==> src/rtl/arb8_grant_ctrl.sv <==
// Eight-client arbiter with grant holding, fixed or round-robin selection and a
// hold-time limit; grant, encoded index and valid flag are all registered.
module arb8_grant_ctrl #(
   parameter int unsigned MAX_HOLD = 16
) (
   input  logic       clk_i,
   input  logic       rst_i,
   input  logic [7:0] req_i,
   input  logic       mode_i,
   output logic [7:0] gnt_o,
   output logic [2:0] gnt_id_o,
   output logic       gnt_valid_o
);

   localparam int unsigned HCW = (MAX_HOLD <= 2) ? 1 : $clog2(MAX_HOLD);
   localparam logic [HCW-1:0] HOLD_LAST = HCW'(MAX_HOLD - 1);

   typedef enum logic [0:0] {
      IDLE  = 1'b0,
      GRANT = 1'b1
   } state_t;

   state_t           state_q;
   logic [2:0]       last_q;
   logic [HCW-1:0]   hold_cnt_q;
   logic [7:0]       gnt_q;
   logic [2:0]       gnt_id_q;
   logic             gnt_valid_q;

   logic             owner_req_s;
   logic             timeout_s;
   logic [7:0]       cand_s;
   logic             win_any_s;
   logic [2:0]       win_id_s;
   logic             issue_s;
   logic             regrant_s;

   // Highest set index wins; same result as a plain 8:3 priority encoder.
   function automatic logic [2:0] fixed_pick(input logic [7:0] c);
      logic [2:0] idx;
      idx = 3'd0;
      for (int i = 0; i < 8; i++) begin
         idx = c[i] ? 3'(i) : idx;
      end
      return idx;
   endfunction

   // Descending circular search from last-1; last itself has the lowest priority.
   function automatic logic [2:0] rr_pick(input logic [7:0] c, input logic [2:0] last);
      logic [2:0] idx;
      logic [2:0] off;
      idx = 3'd0;
      for (int i = 8; i >= 1; i--) begin
         off = last - 3'(i);
         idx = c[off] ? off : idx;
      end
      return idx;
   endfunction

   function automatic logic [7:0] onehot8(input logic [2:0] idx);
      return 8'h01 << idx;
   endfunction

   // Candidate selection and the arbitration decision for this edge.
   always_comb begin
      owner_req_s = req_i[gnt_id_q];
      timeout_s   = (state_q == GRANT) && owner_req_s && (hold_cnt_q == HOLD_LAST);
      if (timeout_s) begin
         cand_s = req_i & ~onehot8(gnt_id_q);
      end else begin
         cand_s = req_i;
      end
      win_any_s = |cand_s;
      if (mode_i) begin
         win_id_s = rr_pick(cand_s, last_q);
      end else begin
         win_id_s = fixed_pick(cand_s);
      end
      if (state_q == IDLE) begin
         issue_s = win_any_s;
      end else begin
         issue_s = win_any_s && (!owner_req_s || timeout_s);
      end
      regrant_s = timeout_s && !win_any_s;
   end

   // Grant state machine with registered outputs.
   always_ff @(posedge clk_i) begin
      if (rst_i) begin
         state_q     <= IDLE;
         last_q      <= 3'd0;
         hold_cnt_q  <= '0;
         gnt_q       <= 8'h00;
         gnt_id_q    <= 3'd0;
         gnt_valid_q <= 1'b0;
      end else begin
         case (state_q)
            IDLE: begin
               if (issue_s) begin
                  state_q     <= GRANT;
                  last_q      <= win_id_s;
                  hold_cnt_q  <= '0;
                  gnt_q       <= onehot8(win_id_s);
                  gnt_id_q    <= win_id_s;
                  gnt_valid_q <= 1'b1;
               end else begin
                  state_q     <= IDLE;
               end
            end
            GRANT: begin
               if (issue_s) begin
                  last_q      <= win_id_s;
                  hold_cnt_q  <= '0;
                  gnt_q       <= onehot8(win_id_s);
                  gnt_id_q    <= win_id_s;
                  gnt_valid_q <= 1'b1;
               end else if (regrant_s) begin
                  // Sole requester at timeout keeps the resource; counts as a new grant.
                  last_q      <= gnt_id_q;
                  hold_cnt_q  <= '0;
               end else if (!owner_req_s) begin
                  state_q     <= IDLE;
                  hold_cnt_q  <= '0;
                  gnt_q       <= 8'h00;
                  gnt_id_q    <= 3'd0;
                  gnt_valid_q <= 1'b0;
               end else begin
                  hold_cnt_q  <= hold_cnt_q + HCW'(1);
               end
            end
            default: begin
               state_q     <= IDLE;
               hold_cnt_q  <= '0;
               gnt_q       <= 8'h00;
               gnt_id_q    <= 3'd0;
               gnt_valid_q <= 1'b0;
            end
         endcase
      end
   end

   assign gnt_o       = gnt_q;
   assign gnt_id_o    = gnt_id_q;
   assign gnt_valid_o = gnt_valid_q;

endmodule

==> config.mk <==
export PLATFORM = sky130hd
export DESIGN_NAME = arb8_grant_ctrl
export DESIGN_NICKNAME = d
export VERILOG_FILES = /design/src/rtl/arb8_grant_ctrl.sv
export SDC_FILE = /design/constraint.sdc
export NUM_CORES = 1
export LEC_CHECK = 0
export BUFFER_PORTS_ARGS = -buffer_cell sky130_fd_sc_hd__buf_2
export CORE_ASPECT_RATIO = 0.9
export CORE_UTILIZATION = 50
export DETAILED_ROUTE_END_ITERATION = 8
export GPL_TIMING_DRIVEN = 1
export HOLD_SLACK_MARGIN = 0.02
export PLACE_DENSITY = 0.74
export SYNTH_ARGS = -nofsm -noshare
export SYNTH_HDL_FRONTEND = slang
export SYNTH_SLANG_ARGS = --single-unit
==> constraint.sdc <==
create_clock -name clk_i -period 8.3 [get_ports clk_i]
set_input_delay 2.075 -clock clk_i [delete_from_list [all_inputs] [get_ports clk_i]]
set_output_delay 2.075 -clock clk_i [all_outputs]
set_load 0.005 [all_outputs]
==> impl_metrics.env, run 1 <==
export IMPL_synthCells=336
export IMPL_totalWireLength_um=6991
export IMPL_nFillCells=472
export IMPL_drc_errors=0
export IMPL_setup_viol=0
export IMPL_synth_nets=350
export IMPL_wl_per_cell_um=17.61
export IMPL_leakagePower_nw=1.003
export IMPL_antenna_cells=0
export IMPL_viasPerCell=6.552
export IMPL_die_x_um=78.47
export IMPL_initial_core_util=0.5311
export IMPL_timing_final_crit_share=0.5574
export IMPL_grt_overflow=0
export IMPL_total_power_w=0.001084
export IMPL_die_area_um2=5557
export IMPL_clock_sinks=20
export IMPL_drtPass1Iterations=4
export IMPL_grt_pass1_wl_um=12030
export IMPL_cts_root_buf="clkbuf_8"
export IMPL_vias=2601
export IMPL_layout_common_cells="nand2_1, nor2_1, buf_2, dfxtp_1, a21oi_1"
export IMPL_required_ps=8460
export IMPL_ir_drop_mv=0.1458
export IMPL_setup_slack_ps=3674
export IMPL_fin_worst_skew_ps=8.138
export IMPL_htree_levels=1
export IMPL_relSlewSlack=0.2470
export IMPL_final_max_slew_viol_count=0
export IMPL_synth_cell_area_um2=2631
export IMPL_cts_buffers=3
export IMPL_place_ws_ps=3643
export IMPL_grt_max_degree=28
export IMPL_placeableCoreArea_um2=4955
export IMPL_drive_gt1_frac=0.1837
export IMPL_tritoncts="built"
export IMPL_die_h_um=70.82
export IMPL_syn_area_per_cell_um2=7.831
export IMPL_clk_latency_ps=260
export IMPL_antenna_found_initial=0
export IMPL_fin_tns_setup_ps=0
export IMPL_period_needed_ps=4626
export IMPL_status="completed"
export IMPL_drt_initial_drc_count=264
export IMPL_cp_max_fo=25
export IMPL_hold_class="flip-flop to flip-flop"
export IMPL_grt_pass1_vias=2368
export IMPL_portBuffers=22
export IMPL_worst_pin_slew_ps=1115
export IMPL_layout_nets=347
export IMPL_io_pins=23
export IMPL_seq_area_frac_synth=0.1522
export IMPL_fmax_mhz=216.2
export IMPL_layout_commonest_cell="nand2_1"
export IMPL_crit_arrival_ps=4780
export IMPL_start_kind="flip-flop"
export IMPL_synth_edf_count=0
export IMPL_synthFlopType="dfxtp_1"
export IMPL_cp_end_kind="flip-flop"
export IMPL_floorplan_rows=24
export IMPL_drv_cap=0
export IMPL_post_route_util=0.5477
export IMPL_async_flop_share=0
export IMPL_cts_setup_buffers=0
export IMPL_synth_seq_cells=20
export IMPL_cts_hold_buf=0
export IMPL_dpl_hpwl_um=5155
export IMPL_hold_violations=0
export IMPL_pwr_density_cell_nw_per_um2=399.5
export IMPL_rsz0062_at_grt="no"
export IMPL_yosysWarningCount=0
export IMPL_clk_pin_slew_worst_paths_ps=80
export IMPL_ant_nets=0
export IMPL_critPathKind="flip-flop to flip-flop"
export IMPL_gp_congestion=0.9239
export IMPL_area_growth_pct=3.138
export IMPL_cts_path_max_buffers=2
export IMPL_yosysUniqueCellTypes=78
export IMPL_post_cts_resized=0
export IMPL_grt_usage=0.2698
area by class of cell:
cell class / count / area, um^2 / share of cell area
clock buffer: 3 / 41.29 / 0.01521
inverter: 9 / 33.78 / 0.01245
timing repair buffer: 23 / 117.6 / 0.04334
sequential: 20 / 400.4 / 0.1475
clock inverter: 1 / 30.03 / 0.01107
multi-input combinational: 276 / 2009 / 0.7404
tap: 65 / 81.33 / 0.02997
metrics by stage:
step	cell area, um^2	hold slack [ps]	std cells
2_1_floorplan	2631	441.9	336
3_3_place_gp	2643	440.0	393
3_5_place_dp	2643	444.6	393
4_1_cts	2714	455.7	397
5_1_grt	2714	483.0	397
6_report	2714	451.6	397
registers in the layout, summed over array words and instances, names as in the netlist:
| name | cells |
|---|---|
| state_q | 1 |
| gnt_o | 8 |
| last_q | 3 |
| gnt_id_o | 3 |
| hold_cnt_q | 4 |
| gnt_valid_o | 1 |
logic make-up after synthesis:
logic type | share of synthesized area
compound gates | 0.3191
simple gates | 0.2506
fa+ha+maj | 0.01427
xor+xnor | 0.02948
mux | 0.1503
flops | 0.1522
buf+inv | 0.08416
worst max-delay path, stage by stage, from the launching register on:
cell      delay, ps
dfxtp_1        1010
inv_1           250
ha_1            870
xor2_1          210
o311ai_1        670
nand3b_1        150
a211oi_1        310
o21ai_0         110
a221o_1         390
a31o_4          280
a32o_1          260
synth_stat cells (3+ instances only):
cell	number	area share
a211o_1	3	0.010
a211oi_1	8	0.023
a21oi_1	18	0.034
a22o_1	4	0.013
a22oi_1	4	0.011
a311oi_1	5	0.017
a31oi_1	5	0.012
and2_1	6	0.014
buf_2	8	0.015
buf_4	8	0.023
buf_6	4	0.017
clkbuf_1	10	0.014
dfxtp_1	20	0.15
ha_1	3	0.014
inv_1	8	0.011
mux2_2	8	0.034
mux2i_1	17	0.065
mux4_2	4	0.034
nand2_1	26	0.037
nand2b_1	7	0.017
nand3_1	13	0.025
nand4_1	4	0.0095
nor2_1	25	0.036
nor2b_1	5	0.012
nor3_1	10	0.019
o2111ai_1	3	0.010
o211ai_1	5	0.014
o21ai_0	15	0.029
o31a_1	4	0.013
o31ai_1	6	0.017
or2_2	3	0.0071
or3_1	4	0.0095
xnor2_1	4	0.013
xor2_1	3	0.010
per-layer routing:
layer / GRT usage / wire length (um) / vias to the layer above
li1: - / - / 1278
met1: 0.4060 / 3323 / 1190
met2: 0.4113 / 3016 / 116
met3: 0.04129 / 507 / 17
met4: 0.04321 / 144 / 0
met5: 0 / 0 / -
power by group:
| group | internal [W] | switching [W] | total (W) |
|---|---|---|---|
| sequential | 0.000126 | 0.0000746 | 0.000200 |
| combinational | 0.000352 | 0.000435 | 0.000787 |
| clock | 0.0000644 | 0.0000323 | 0.0000967 |
path summary, 6_finish.rpt:
path              depth (start not counted)  slack (ps)                        to                startpoint
setup / recovery                         10        3670     gnt_o[5]$_SDFFE_PP0P_    last_q[1]$_SDFFE_PP0P_
hold / removal                            2         450  gnt_valid_o$_SDFFE_PP0P_  gnt_valid_o$_SDFFE_PP0P_
setup reg to reg                         10        3670     gnt_o[5]$_SDFFE_PP0P_    last_q[1]$_SDFFE_PP0P_
hold reg to reg                           2         450  gnt_valid_o$_SDFFE_PP0P_  gnt_valid_o$_SDFFE_PP0P_
(Power assumes the default switching activity.)
==> run 2, diff against run 1 <==
--- a/config.mk
+++ b/config.mk
@@ -11,7 +11,7 @@
 export DETAILED_ROUTE_END_ITERATION = 8
 export GPL_TIMING_DRIVEN = 1
 export HOLD_SLACK_MARGIN = 0.02
-export PLACE_DENSITY = 0.74
+export PLACE_DENSITY = 0.76
 export SYNTH_ARGS = -nofsm -noshare
 export SYNTH_HDL_FRONTEND = slang
 export SYNTH_SLANG_ARGS = --single-unit
==> constraint.sdc (replaced) <==
create_clock -name clk_i -period 3.8 [get_ports clk_i]
set_input_delay 0.95 -clock clk_i [delete_from_list [all_inputs] [get_ports clk_i]]
set_output_delay 0.95 -clock clk_i [all_outputs]
set_load 0.005 [all_outputs]
==> run 2 against run 1 <==
Effect of this change:
- utilization is 0.61 points higher
- via count increased by 4.1%
- count of clock-buffer cells in the layout is the same
- final cell count is 1.8% higher
- die area is the same
- clock power increased by 43%
- sequential share of layout area shrank 0.16 points
- combinational power increased by 140%
- sequential power rose by 79%
- hold slack better by 0.52 ps
==> impl_metrics.env, run 2 (synthesized netlist as in run 1, its figures left out) <==
export IMPL_antenna_found_initial=0
export IMPL_final_max_slew_viol_count=0
export IMPL_layout_commonest_cell="nand2_1"
export IMPL_die_area_um2=5557
export IMPL_required_ps=3950
export IMPL_initial_core_util=0.5311
export IMPL_critical_path_slowest_cell="o311ai_1"
export IMPL_period_needed_ps=3409
export IMPL_grt_overflow=0
export IMPL_drv_cap=0
export IMPL_drt_initial_drc_count=333
export IMPL_gp_congestion=0.9795
export IMPL_grt_pass1_wl_um=12140
export IMPL_status="completed"
export IMPL_fin_tns_setup_ps=0
export IMPL_path_cells="ha_1 -> nand4_2 -> o311ai_1 -> nand3_1 -> a211oi_1 -> o21ai_0 -> a221o_1 -> a31o_4 -> a32o_1"
export IMPL_dpl_hpwl_um=5605
export IMPL_setup_viol=0
export IMPL_htree_levels=1
export IMPL_die_x_um=78.47
export IMPL_relSlewSlack=0.1142
export IMPL_total_power_w=0.002386
export IMPL_cts_buffers=3
export IMPL_start_kind="flip-flop"
export IMPL_largest_register_ffs=8
export IMPL_area_growth_pct=4.280
export IMPL_leakagePower_nw=1.029
export IMPL_grt_pass1_vias=2441
export IMPL_vias=2707
export IMPL_wl_per_cell_um=17.91
export IMPL_ant_nets=0
export IMPL_clk_pin_slew_worst_paths_ps=70
export IMPL_cp_buffers_inverters=0
export IMPL_tritoncts="built"
export IMPL_ir_drop_mv=0.3898
export IMPL_layout_common_cells="nand2_1, nor2_1, buf_2, dfxtp_1, a21oi_1"
export IMPL_io_pins=23
export IMPL_timing_final_crit_share=0.8970
export IMPL_drc_errors=0
export IMPL_pwr_density_cell_nw_per_um2=869.6
export IMPL_rsz0062_at_grt="no"
export IMPL_hold_violations=0
export IMPL_grt_max_degree=25
export IMPL_critPathKind="flip-flop to flip-flop"
export IMPL_worst_pin_slew_ps=1312
export IMPL_fin_worst_skew_ps=2.885
export IMPL_hold_class="flip-flop to flip-flop"
export IMPL_critPathMaxStageDelay_ps=740
export IMPL_crit_arrival_ps=3560
export IMPL_floorplan_rows=24
export IMPL_cts_setup_buffers=0
export IMPL_cts_hold_buf=0
export IMPL_grt_usage=0.2732
export IMPL_clock_sinks=20
export IMPL_cts_path_max_buffers=2
export IMPL_viasPerCell=6.700
export IMPL_layout_nets=355
export IMPL_cpLargestDelayFamily="compound AO/OA/AOI/OAI gates"
export IMPL_cp_max_fo=8
export IMPL_die_h_um=70.82
export IMPL_drive_gt1_frac=0.2006
export IMPL_cts_root_buf="clkbuf_8"
export IMPL_cp_end_kind="flip-flop"
export IMPL_fmax_mhz=293.4
export IMPL_totalWireLength_um=7235
export IMPL_drtPass1Iterations=5
export IMPL_portBuffers=22
export IMPL_antenna_cells=0
export IMPL_placeableCoreArea_um2=4955
export IMPL_post_cts_resized=0
export IMPL_clk_latency_ps=260
run 2: cell types whose count changed in the layout (fill, tap and decap cells not counted), sizes merged:
| cell | previous run | this run |
|---|---|---|
| bufinv | 1 | 0 |
| buf | 23 | 31 |
run 2: worst register-to-register path, delay by kind of cell, from the launching register on:
| family | cells | cell delay (ps) |
|---|---|---|
| AO/OA/AOI/OAI | 6 | 2100 |
| adder cells (fa/ha/maj) | 1 | 350 |
| flip-flops | 1 | 370 |
| AND/OR/NAND/NOR | 2 | 480 |
run 2: layout make-up:
cell class | count | area [um^2]
Clock buffer | 3 | 41.29
Tap cell | 65 | 81.33
Timing Repair Buffer | 31 | 177.7
Multi-Input combinational cell | 276 | 2009
Fill cell | 489 | 2211
Sequential cell | 20 | 400.4
Inverter | 9 | 33.78
run 2: final timing paths:
check | start | to | slack [ps] | cells after the start
setup reg to reg | hold_cnt_q[0]$_SDFFE_PP0P_ | gnt_o[5]$_SDFFE_PP0P_ | 390 | 9
setup / recovery | hold_cnt_q[0]$_SDFFE_PP0P_ | gnt_o[5]$_SDFFE_PP0P_ | 390 | 9
hold reg to reg | gnt_valid_o$_SDFFE_PP0P_ | gnt_valid_o$_SDFFE_PP0P_ | 450 | 2
hold / removal | gnt_valid_o$_SDFFE_PP0P_ | gnt_valid_o$_SDFFE_PP0P_ | 450 | 2
run 2: routing by layer:
metal,wire (um),track usage
met1,3325,0.3898
met2,3267,0.4327
met3,551,0.04129
met4,91,0.06379
met5,0,0
run 2: metrics by stage:
stage | hold WS [ps] | cell area (um^2) | std cells | setup WS, ps | utilization
after global placement | 443.4 | 2703 | 401 | 327.7 | 0.5455
after detailed placement | 445.3 | 2703 | 401 | 231.5 | 0.5455
after CTS | 455.3 | 2744 | 404 | 460.2 | 0.5538
after global routing | 476.8 | 2744 | 404 | 186.6 | 0.5538
after floorplan | 441.9 | 2631 | 336 | 681.5 | -
final | 452.2 | 2744 | 404 | 391.3 | 0.5538
run 2: power breakdown:
part | internal, W | leakage (nW) | total, W | switching (W)
clock network | 0.0000706 | 0.0216 | 0.000138 | 0.0000676
logic | 0.000818 | 0.843 | 0.00189 | 0.00107
registers | 0.000275 | 0.164 | 0.000358 | 0.0000832
==> run 3, diff against run 2 <==
--- a/config.mk
+++ b/config.mk
@@ -11,7 +11,7 @@
 export DETAILED_ROUTE_END_ITERATION = 8
 export GPL_TIMING_DRIVEN = 1
 export HOLD_SLACK_MARGIN = 0.02
-export PLACE_DENSITY = 0.76
+export PLACE_DENSITY_LB_ADDON = 0.15
 export SYNTH_ARGS = -nofsm -noshare
 export SYNTH_HDL_FRONTEND = slang
 export SYNTH_SLANG_ARGS = --single-unit
==> run 3 against run 2 <==
Effect of this change:
- hold slack better by 1.3 ps
- combinational power is 2% lower
- clock power up 56%
- via count is 2.7% lower
- fmax is 1.6% higher
- global-route usage rose by 0.16 points
- largest cell class unchanged
- clock skew up 1.0 ps
- non-clock buffer count decreased by 2
- final cell count decreased by 0.25%
- total power increased by 2.2%
- critical path depth up 1
- sequential power up 5%
==> impl_metrics.env, run 3 (synthesized netlist as in run 1, its figures left out) <==
export IMPL_setup_viol=0
export IMPL_gp_congestion=0.9262
export IMPL_clock_sinks=20
export IMPL_timing_final_crit_share=0.8833
export IMPL_htree_levels=1
export IMPL_vias=2633
export IMPL_cts_path_max_buffers=2
export IMPL_regArea_um2=400.4
export IMPL_use_met1=0.4081
export IMPL_layout_common_cells="nand2_1, nor2_1, buf_2, dfxtp_1, a21oi_1"
export IMPL_clk_pin_slew_worst_paths_ps=80
export IMPL_startpoint="req_i[7]"
export IMPL_antenna_found_initial=0
export IMPL_grt_usage=0.2748
export IMPL_crit_arrival_ps=3520
export IMPL_pwr_density_cell_nw_per_um2=883.9
export IMPL_relSlewSlack=0.2006
export IMPL_initial_core_util=0.5311
export IMPL_fin_worst_skew_ps=3.929
export IMPL_cp_max_fo=13
export IMPL_io_pins=23
export IMPL_drive_gt1_frac=0.1982
export IMPL_ir_drop_mv=0.5144
export IMPL_area_growth_pct=4.850
export IMPL_rr_worst_depth=9
export IMPL_grt_pass1_vias=2348
export IMPL_totalWireLength_um=7163
export IMPL_start_kind="input pin"
export IMPL_dpl_hpwl_um=5403
export IMPL_critPathKind="input pin to flip-flop"
export IMPL_cts_buffers=3
export IMPL_required_ps=3960
export IMPL_worst_pin_slew_ps=1184
export IMPL_grt_pass1_wl_um=12050
export IMPL_floorplan_rows=24
export IMPL_rr_endpoint="gnt_o[5]$_SDFFE_PP0P_"
export IMPL_busiest_layer="met1"
export IMPL_fin_tns_setup_ps=0
export IMPL_status="completed"
export IMPL_min_to="gnt_valid_o$_SDFFE_PP0P_"
export IMPL_final_max_slew_viol_count=0
export IMPL_viasPerCell=6.533
export IMPL_rsz0062_at_grt="no"
export IMPL_die_area_um2=5557
export IMPL_path_cells="buf_2 -> mux4_2 -> and2_1 -> nor3_1 -> mux2i_1 -> o21ai_0 -> a21oi_1 -> or4_1 -> and2_4 -> a32o_1"
export IMPL_ant_nets=0
export IMPL_grt_use_met2=0.4074
export IMPL_fmax_mhz=297.9
export IMPL_cp_end_kind="flip-flop"
export IMPL_tritoncts="built"
export IMPL_antenna_cells=0
export IMPL_hold_path_depth=2
export IMPL_critical_path_slowest_cell="mux4_2"
export IMPL_post_cts_resized=0
export IMPL_drv_cap=0
export IMPL_die_h_um=70.82
export IMPL_cts_setup_buffers=0
export IMPL_die_x_um=78.47
export IMPL_multi_input_area_um2=2009
export IMPL_hold_class="flip-flop to flip-flop"
export IMPL_nFillCells=440
export IMPL_grt_use_met3=0.05548
export IMPL_grt_overflow=0
export IMPL_wl_per_cell_um=17.77
export IMPL_period_needed_ps=3357
export IMPL_drt_initial_drc_count=218
export IMPL_layout_commonest_cell="nand2_1"
export IMPL_clk_latency_ps=260
export IMPL_drc_errors=0
export IMPL_drtPass1Iterations=4
export IMPL_hp_start="gnt_valid_o$_SDFFE_PP0P_"
export IMPL_r2r_start="hold_cnt_q[0]$_SDFFE_PP0P_"
export IMPL_critPathMaxStageDelay_ps=470
export IMPL_placeableCoreArea_um2=4955
export IMPL_cts_hold_buf=0
export IMPL_portBuffers=22
export IMPL_grt_max_degree=25
export IMPL_r2r_slack_ps=450
export IMPL_layout_nets=353
export IMPL_largest_register_ffs=8
export IMPL_cts_root_buf="clkbuf_8"
export IMPL_post_route_util=0.5568
export IMPL_hold_violations=0
export IMPL_leakagePower_nw=1.033
run 3: layout make-up:
class / count / share of cell area
Clock buffer: 3 / 0.01497
Clock inverter: 1 / 0.01088
Inverter: 9 / 0.01224
Multi-Input combinational cell: 276 / 0.7283
Sequential cell: 20 / 0.1451
Tap cell: 65 / 0.02948
Timing Repair Buffer: 29 / 0.05896
run 3: where the power goes:
| part | switching, W | internal [W] |
|---|---|---|
| Combinational | 0.00104 | 0.000806 |
| Sequential | 0.000100 | 0.000275 |
| Clock | 0.0000738 | 0.000141 |
run 3: worst max-delay path: cells and delay by family:
family / cells / cell delay (ps)
buffers and inverters: 1 / 170
multiplexers: 2 / 710
AND/OR/NAND/NOR: 4 / 1160
AO/OA/AOI/OAI: 3 / 530
run 3: how the worst max path moves through the flow:
stage / to / slack (ps) / cells past startpoint
floorplan: gnt_o[4]$_SDFFE_PP0P_ / 680 / 12
global placement: gnt_o[5]$_SDFFE_PP0P_ / 330 / 10
detailed placement: gnt_o[5]$_SDFFE_PP0P_ / 200 / 10
CTS: gnt_o[5]$_SDFFE_PP0P_ / 470 / 10
global route: gnt_o[7]$_SDFFE_PP0P_ / 190 / 10
finish: gnt_o[5]$_SDFFE_PP0P_ / 440 / 10
run 3: metal layers:
layer	part of all wire	routed length, um
met1	0.48	3453
met2	0.44	3142
met3	0.066	474
met4	0.013	93
met5	0	0
run 3: stage by stage:
step | power (W) | instances | setup WS (ps) | instance area [um^2] | hold slack [ps]
after floorplan | 0.001837 | 336 | 681.5 | 2631 | 441.9
after global placement | 0.002184 | 399 | 327.9 | 2688 | 432.4
after detailed placement | 0.002200 | 399 | 197.0 | 2688 | 447.9
after CTS | 0.002424 | 403 | 472.7 | 2759 | 458.2
after global routing | 0.002640 | 403 | 194.4 | 2759 | 482.3
final | 0.002438 | 403 | 443.4 | 2759 | 453.4
